--- config.mk ---
export PLATFORM = sky130hd
export DESIGN_NAME = piso_serializer
export DESIGN_NICKNAME = d
export VERILOG_FILES = /design/src/rtl/serial_pkg.sv /design/src/rtl/skid_reg1.sv /design/src/rtl/piso_serializer.sv
export SDC_FILE = /design/constraint.sdc
export NUM_CORES = 1
export LEC_CHECK = 0
export BUFFER_PORTS_ARGS = -buffer_cell sky130_fd_sc_hd__clkbuf_2
export CAP_MARGIN = 10
export CORE_MARGIN = 2
export CORE_UTILIZATION = 59
export CTS_CLUSTER_DIAMETER = 150
export DETAILED_ROUTE_END_ITERATION = 7
export PLACE_DENSITY_LB_ADDON = 0.3
export SLEW_MARGIN = 5
export SYNTH_ARGS = -nofsm -noshare
export SYNTH_HDL_FRONTEND = slang
export SYNTH_HIERARCHICAL = 1
export SYNTH_SLANG_ARGS = --single-unit
export TNS_END_PERCENT = 100
--- constraint.sdc ---
create_clock -name clk -period 4.8 [get_ports clk]
set_clock_uncertainty 0.1 [all_clocks]
set_input_delay 1.2 -clock clk [delete_from_list [all_inputs] [get_ports clk]]
set_output_delay 1.2 -clock clk [all_outputs]
set_load 0.03 [all_outputs]
--- src/rtl/serial_pkg.sv ---
// Shared definitions for the serial path: the serializer FSM encoding and the
// default word width, reused by the downstream detector stages.
package serial_pkg;

  localparam int DEFAULT_WIDTH = 8;

  typedef enum logic {
    IDLE  = 1'b0,
    SHIFT = 1'b1
  } ser_state_t;

endpackage

--- src/rtl/skid_reg1.sv ---
// One-entry holding register that parks the next word while the shifter is busy.
module skid_reg1 #(
  parameter int WIDTH = 8
) (
  input  logic             clk,
  input  logic             rst,
  input  logic             in_valid,
  output logic             in_ready,
  input  logic [WIDTH-1:0] in_data,
  output logic             out_valid,
  input  logic             out_ready,
  output logic [WIDTH-1:0] out_data
);

  logic             full;
  logic [WIDTH-1:0] data;

  // Handshake: a transfer happens on a rising edge where valid and ready are both 1;
  // ready depends only on registered state, and a held word never changes until popped.
  always_ff @(posedge clk or posedge rst) begin
    if (rst) begin
      full <= 1'b0;
      data <= '0;
    end else if (out_valid && out_ready) begin
      full <= 1'b0;
    end else if (in_valid && in_ready) begin
      full <= 1'b1;
      data <= in_data;
    end
  end

  assign in_ready  = !full;
  assign out_valid = full;
  assign out_data  = data;

endmodule

--- src/rtl/piso_serializer.sv ---
// Parallel-in serial-out shifter with a one-word holding stage so that
// consecutive words stream with no idle cycles between them.
module piso_serializer
  import serial_pkg::*;
#(
  parameter int WIDTH     = DEFAULT_WIDTH,
  parameter int MSB_FIRST = 1
) (
  input  logic             clk,
  input  logic             rst,
  input  logic [WIDTH-1:0] data_in,
  input  logic             data_valid,
  output logic             data_ready,
  output logic             ser_out,
  output logic             ser_valid,
  output logic             word_done,
  output logic             busy,
  output logic             dbg_state
);

  localparam int CW = $clog2(WIDTH);
  localparam logic [CW-1:0] LAST = CW'(WIDTH - 1);

  ser_state_t       state;
  logic [WIDTH-1:0] shift_reg;
  logic [WIDTH-1:0] shift_nxt;
  logic [WIDTH-1:0] hold_data;
  logic [CW-1:0]    bit_cnt;
  logic             last_bit;
  logic             accept;
  logic             hold_valid;
  logic             hold_ready;
  logic             hold_push;

  assign last_bit = (state == SHIFT) && (bit_cnt == LAST);
  assign accept   = data_valid && data_ready;
  // Words arriving mid-word are parked; on the last bit they bypass into the shifter.
  assign hold_push = data_valid && (state == SHIFT) && !last_bit;

  skid_reg1 #(.WIDTH(WIDTH)) u_hold (
    .clk       (clk),
    .rst       (rst),
    .in_valid  (hold_push),
    .in_ready  (hold_ready),
    .in_data   (data_in),
    .out_valid (hold_valid),
    .out_ready (last_bit),
    .out_data  (hold_data)
  );

  always_comb begin
    if (MSB_FIRST != 0) shift_nxt = {shift_reg[WIDTH-2:0], 1'b0};
    else                shift_nxt = {1'b0, shift_reg[WIDTH-1:1]};
  end

  always_ff @(posedge clk or posedge rst) begin
    if (rst) begin
      state     <= IDLE;
      shift_reg <= '0;
      bit_cnt   <= '0;
    end else begin
      case (state)
        IDLE: begin
          if (accept) begin
            shift_reg <= data_in;
            bit_cnt   <= '0;
            state     <= SHIFT;
          end
        end
        SHIFT: begin
          if (last_bit) begin
            bit_cnt <= '0;
            if (hold_valid) begin
              shift_reg <= hold_data;
            end else if (accept) begin
              shift_reg <= data_in;
            end else begin
              shift_reg <= shift_nxt;
              state     <= IDLE;
            end
          end else begin
            shift_reg <= shift_nxt;
            bit_cnt   <= bit_cnt + 1'b1;
          end
        end
        default: state <= IDLE;
      endcase
    end
  end

  assign data_ready = hold_ready;
  assign ser_valid  = (state == SHIFT);
  assign ser_out    = (state == SHIFT) &&
                      ((MSB_FIRST != 0) ? shift_reg[WIDTH-1] : shift_reg[0]);
  assign word_done  = last_bit;
  assign busy       = (state == SHIFT) || hold_valid;
  assign dbg_state  = state;

endmodule

==> impl_metrics.toml <==
[logic_synthesis]
postSynthRegisterBits = 21
synthMuxAreaShare_pct = 11.4
summed_instance_area_of_the_synthesized_netlist_mm2 = 0.00115
synth_simple_gate_area_share_pct = 12.9
synth_largest_type_area_fraction_pct = 45.8
yosysSeqAreaShare_pct = 45.8
post-synth-top-count-cell = "sky130_fd_sc_hd__dfrtp_1"
post_synth_inst_count = 104
synth-xor-area-share_pct = 0
synth_commonest_cells = "21 x sky130_fd_sc_hd__dfrtp_1, 11 x sky130_fd_sc_hd__nand2_1, 8 x sky130_fd_sc_hd__mux2_4"
number_of_nets_in_the_synthesized_netlist = 117
netlist_top_cells_area = "sky130_fd_sc_hd__dfrtp_1 46%, sky130_fd_sc_hd__mux2_4 10%, sky130_fd_sc_hd__o221a_2 4.9%, sky130_fd_sc_hd__a221oi_1 4.6%, sky130_fd_sc_hd__nand2_1 3.6%"
synth-edff-count = 0
main_combinational_cell_family_by_area_after_synthesis = "compound AO/OA/AOI/OAI gates"
synth_cell_type_count = 30
synth_largest_area_cell = "sky130_fd_sc_hd__dfrtp_1"
synth-warning-count = 6
synthFlopType = "sky130_fd_sc_hd__dfrtp_1"
synthArstFlopShare_pct = 100
synth-compound-area-share_pct = 21.6
synthesis.area_per_instance_um2 = 11.0
synth-adder-area-share_pct = 2.18

[finish]
multi_input_area_um2 = 552
fillCellCount = 147
area.growth.synth_to_final_pct = 7.19
ff_latch_area_um2 = 526
drive_gt1_share_pct = 32.2
layout_nets = 132
utilization_pct = 69.1
num_antenna_cells = 0

[global_route]
first_global_vias = 892
grt_max_degree = 22
grt_first_pass_wirelength_mm = 4.08
grt.total_usage_pct = 26.5
grt-ovfl-total = 0
number_of_antenna_violations_at_the_first_check_in_global_routing = 0

[clock_tree]
clkSlewWorstSetupHoldPaths_ns = 0.12
clk_root_buffer_cell = "sky130_fd_sc_hd__clkbuf_4"
cts.repair_timing.setup_buffer_count = 0
tritoncts = "yes"
worst_skew_pair.late_latency_ns = 0.31
number_of_buffers_created_by_cts = 3
number_of_buffers_inserted_for_hold_repair_after_clock_tree_synthesis = 0
gates_resized_cts_repair = 0
htree_levels = 1
clk_path_buf_depth = 2
cts.sinks = 21

[timing]
max_freq_mhz = 321
grt_setup_unrepaired = "false"
post-route-min-period_ns = 3.12
setup_tns_ns = 0
transition_time_at_the_pin_with_the_least_slew_margin_ns = 1.04
final-setup-viol-count = 0
finalHoldViolations = 0
max-slew-margin-rel_pct = 30.8
timing.final.crit_share_pct = 64.9
timing.final.max_slew_violations = 0

[place]
hpwl_mm = 1.62
port_buffers = 16
gp_routability_congestion = 0.843

[flow_run]
timing.max_cap.violations = 0

[route]
routed_wl_mm = 2.33
drc = 0
routed-via-count = 870
ant_nets = 0
firstDrtPassIters = 4
via_per_inst = 6.08
wl_per_cell_um = 16.3
detailedRoute.firstIterationViolations = 17

[floorplan]
row_count = 15
core_area_mm2 = 0.00178
die_area_mm2 = 0.00232
initial_core_util_pct = 64.4
io_pins = 17
dieWidth_um = 48.1
die_h_um = 48.1

[critical_path]
timing.critical_path.required_ns = 3.50
setup.worst_path.start_class = "flop"
cp.arrival_ns = 1.82
critical_path_peak_fanout = 14
crit_type = "flop to output pin"
timing.critical_path.to_type = "output pin"

[power_and_ir_drop]
peakVddDrop_v = 0.000361
leakage_power_nw = 0.579
power_density_of_the_placed_cells_mw_per_mm2 = 662

[status]
run_status = "completed"

[hold_path]
hp-class = "flop to flop"
-- layout make-up --
cell class	count	share of cell area (%)
repair buffers	16	6.50
multi-input cells	73	44.8
clock buffers	3	1.83
clock inverters	1	0.407
inverters	4	1.22
flip-flops and latches	21	42.7
well taps	25	2.54
-- layer usage --
layer	GRT usage [%]	vias up	share of wire [%]
li1	-	408	-
met1	36.8	428	45
met2	38.9	26	47
met3	4.44	8	4.1
met4	15.7	0	3.2
met5	0	-	0
-- final timing paths --
check | start | end | slack [ns] | depth (start not counted)
min in group asynchronous | rst | u_hold/out_data[3]$_DFFE_PP0P_ | 0.72 | 2
min reg2reg | shift_reg[7]$_DFFE_PP0P_ | shift_reg[7]$_DFFE_PP0P_ | 0.40 | 2
max in group asynchronous | rst | shift_reg[6]$_DFFE_PP0P_ | 3.45 | 2
min | shift_reg[7]$_DFFE_PP0P_ | shift_reg[7]$_DFFE_PP0P_ | 0.40 | 2
max | bit_cnt[0]$_DFFE_PP0P_ | word_done | 1.68 | 4
max reg2reg | bit_cnt[0]$_DFFE_PP0P_ | u_hold/out_data[6]$_DFFE_PP0P_ | 1.98 | 6
-- power by group --
part / switching, mW / total, mW / internal, mW / leakage (nW)
Clock: 0.0555 / 0.0867 / 0.0312 / 0.0177
Sequential: 0.0763 / 0.335 / 0.259 / 0.255
Combinational: 0.191 / 0.394 / 0.203 / 0.306
Total: 0.323 / 0.816 / 0.493 / 0.579
-- cells in the final DEF (no fill, tap or decap), types with 4 or more instances in the layout --
| master | count |
|---|---|
| sky130_fd_sc_hd__clkbuf_2 | 16 |
| sky130_fd_sc_hd__mux2_4 | 8 |
| sky130_fd_sc_hd__nand2_1 | 11 |
| sky130_fd_sc_hd__a221oi_1 | 6 |
| sky130_fd_sc_hd__o21ai_1 | 7 |
| sky130_fd_sc_hd__dfrtp_1 | 21 |
| sky130_fd_sc_hd__o221a_2 | 5 |
| sky130_fd_sc_hd__inv_1 | 4 |
| sky130_fd_sc_hd__a21oi_1 | 7 |
-- through the flow --
| stage | power [mW] | setup slack, ns | cells | hold WS [ns] | instance area, µm² |
|---|---|---|---|---|---|
| after floorplan | 0.670 | 2.28 | 104 | 0.348 | 1150 |
| after detailed placement | 0.731 | 1.98 | 139 | 0.376 | 1200 |
| after global routing | 0.884 | 1.59 | 143 | 0.442 | 1230 |
| final | 0.816 | 1.68 | 143 | 0.398 | 1230 |
| after global placement | 0.714 | 2.03 | 139 | 0.360 | 1200 |
| after CTS | 0.817 | 1.69 | 143 | 0.404 | 1230 |
-- critical path: stages, from the launching register on --
cell and delay, ns:
sky130_fd_sc_hd__dfrtp_1 0.38, sky130_fd_sc_hd__ha_1 0.15, sky130_fd_sc_hd__ha_1 0.50, sky130_fd_sc_hd__and2_1 0.26, sky130_fd_sc_hd__clkbuf_2 0.22
-- cell families (layout without fill, tap and decap cells) --
logic type	count (synthesis)	count (layout)
buf+inv	10	24
simple gates	27	27
compound gates	35	35
fa+ha+maj	2	2
flops	21	21
mux	9	9
No activity file was read; power rests on OpenSTA's default activity.
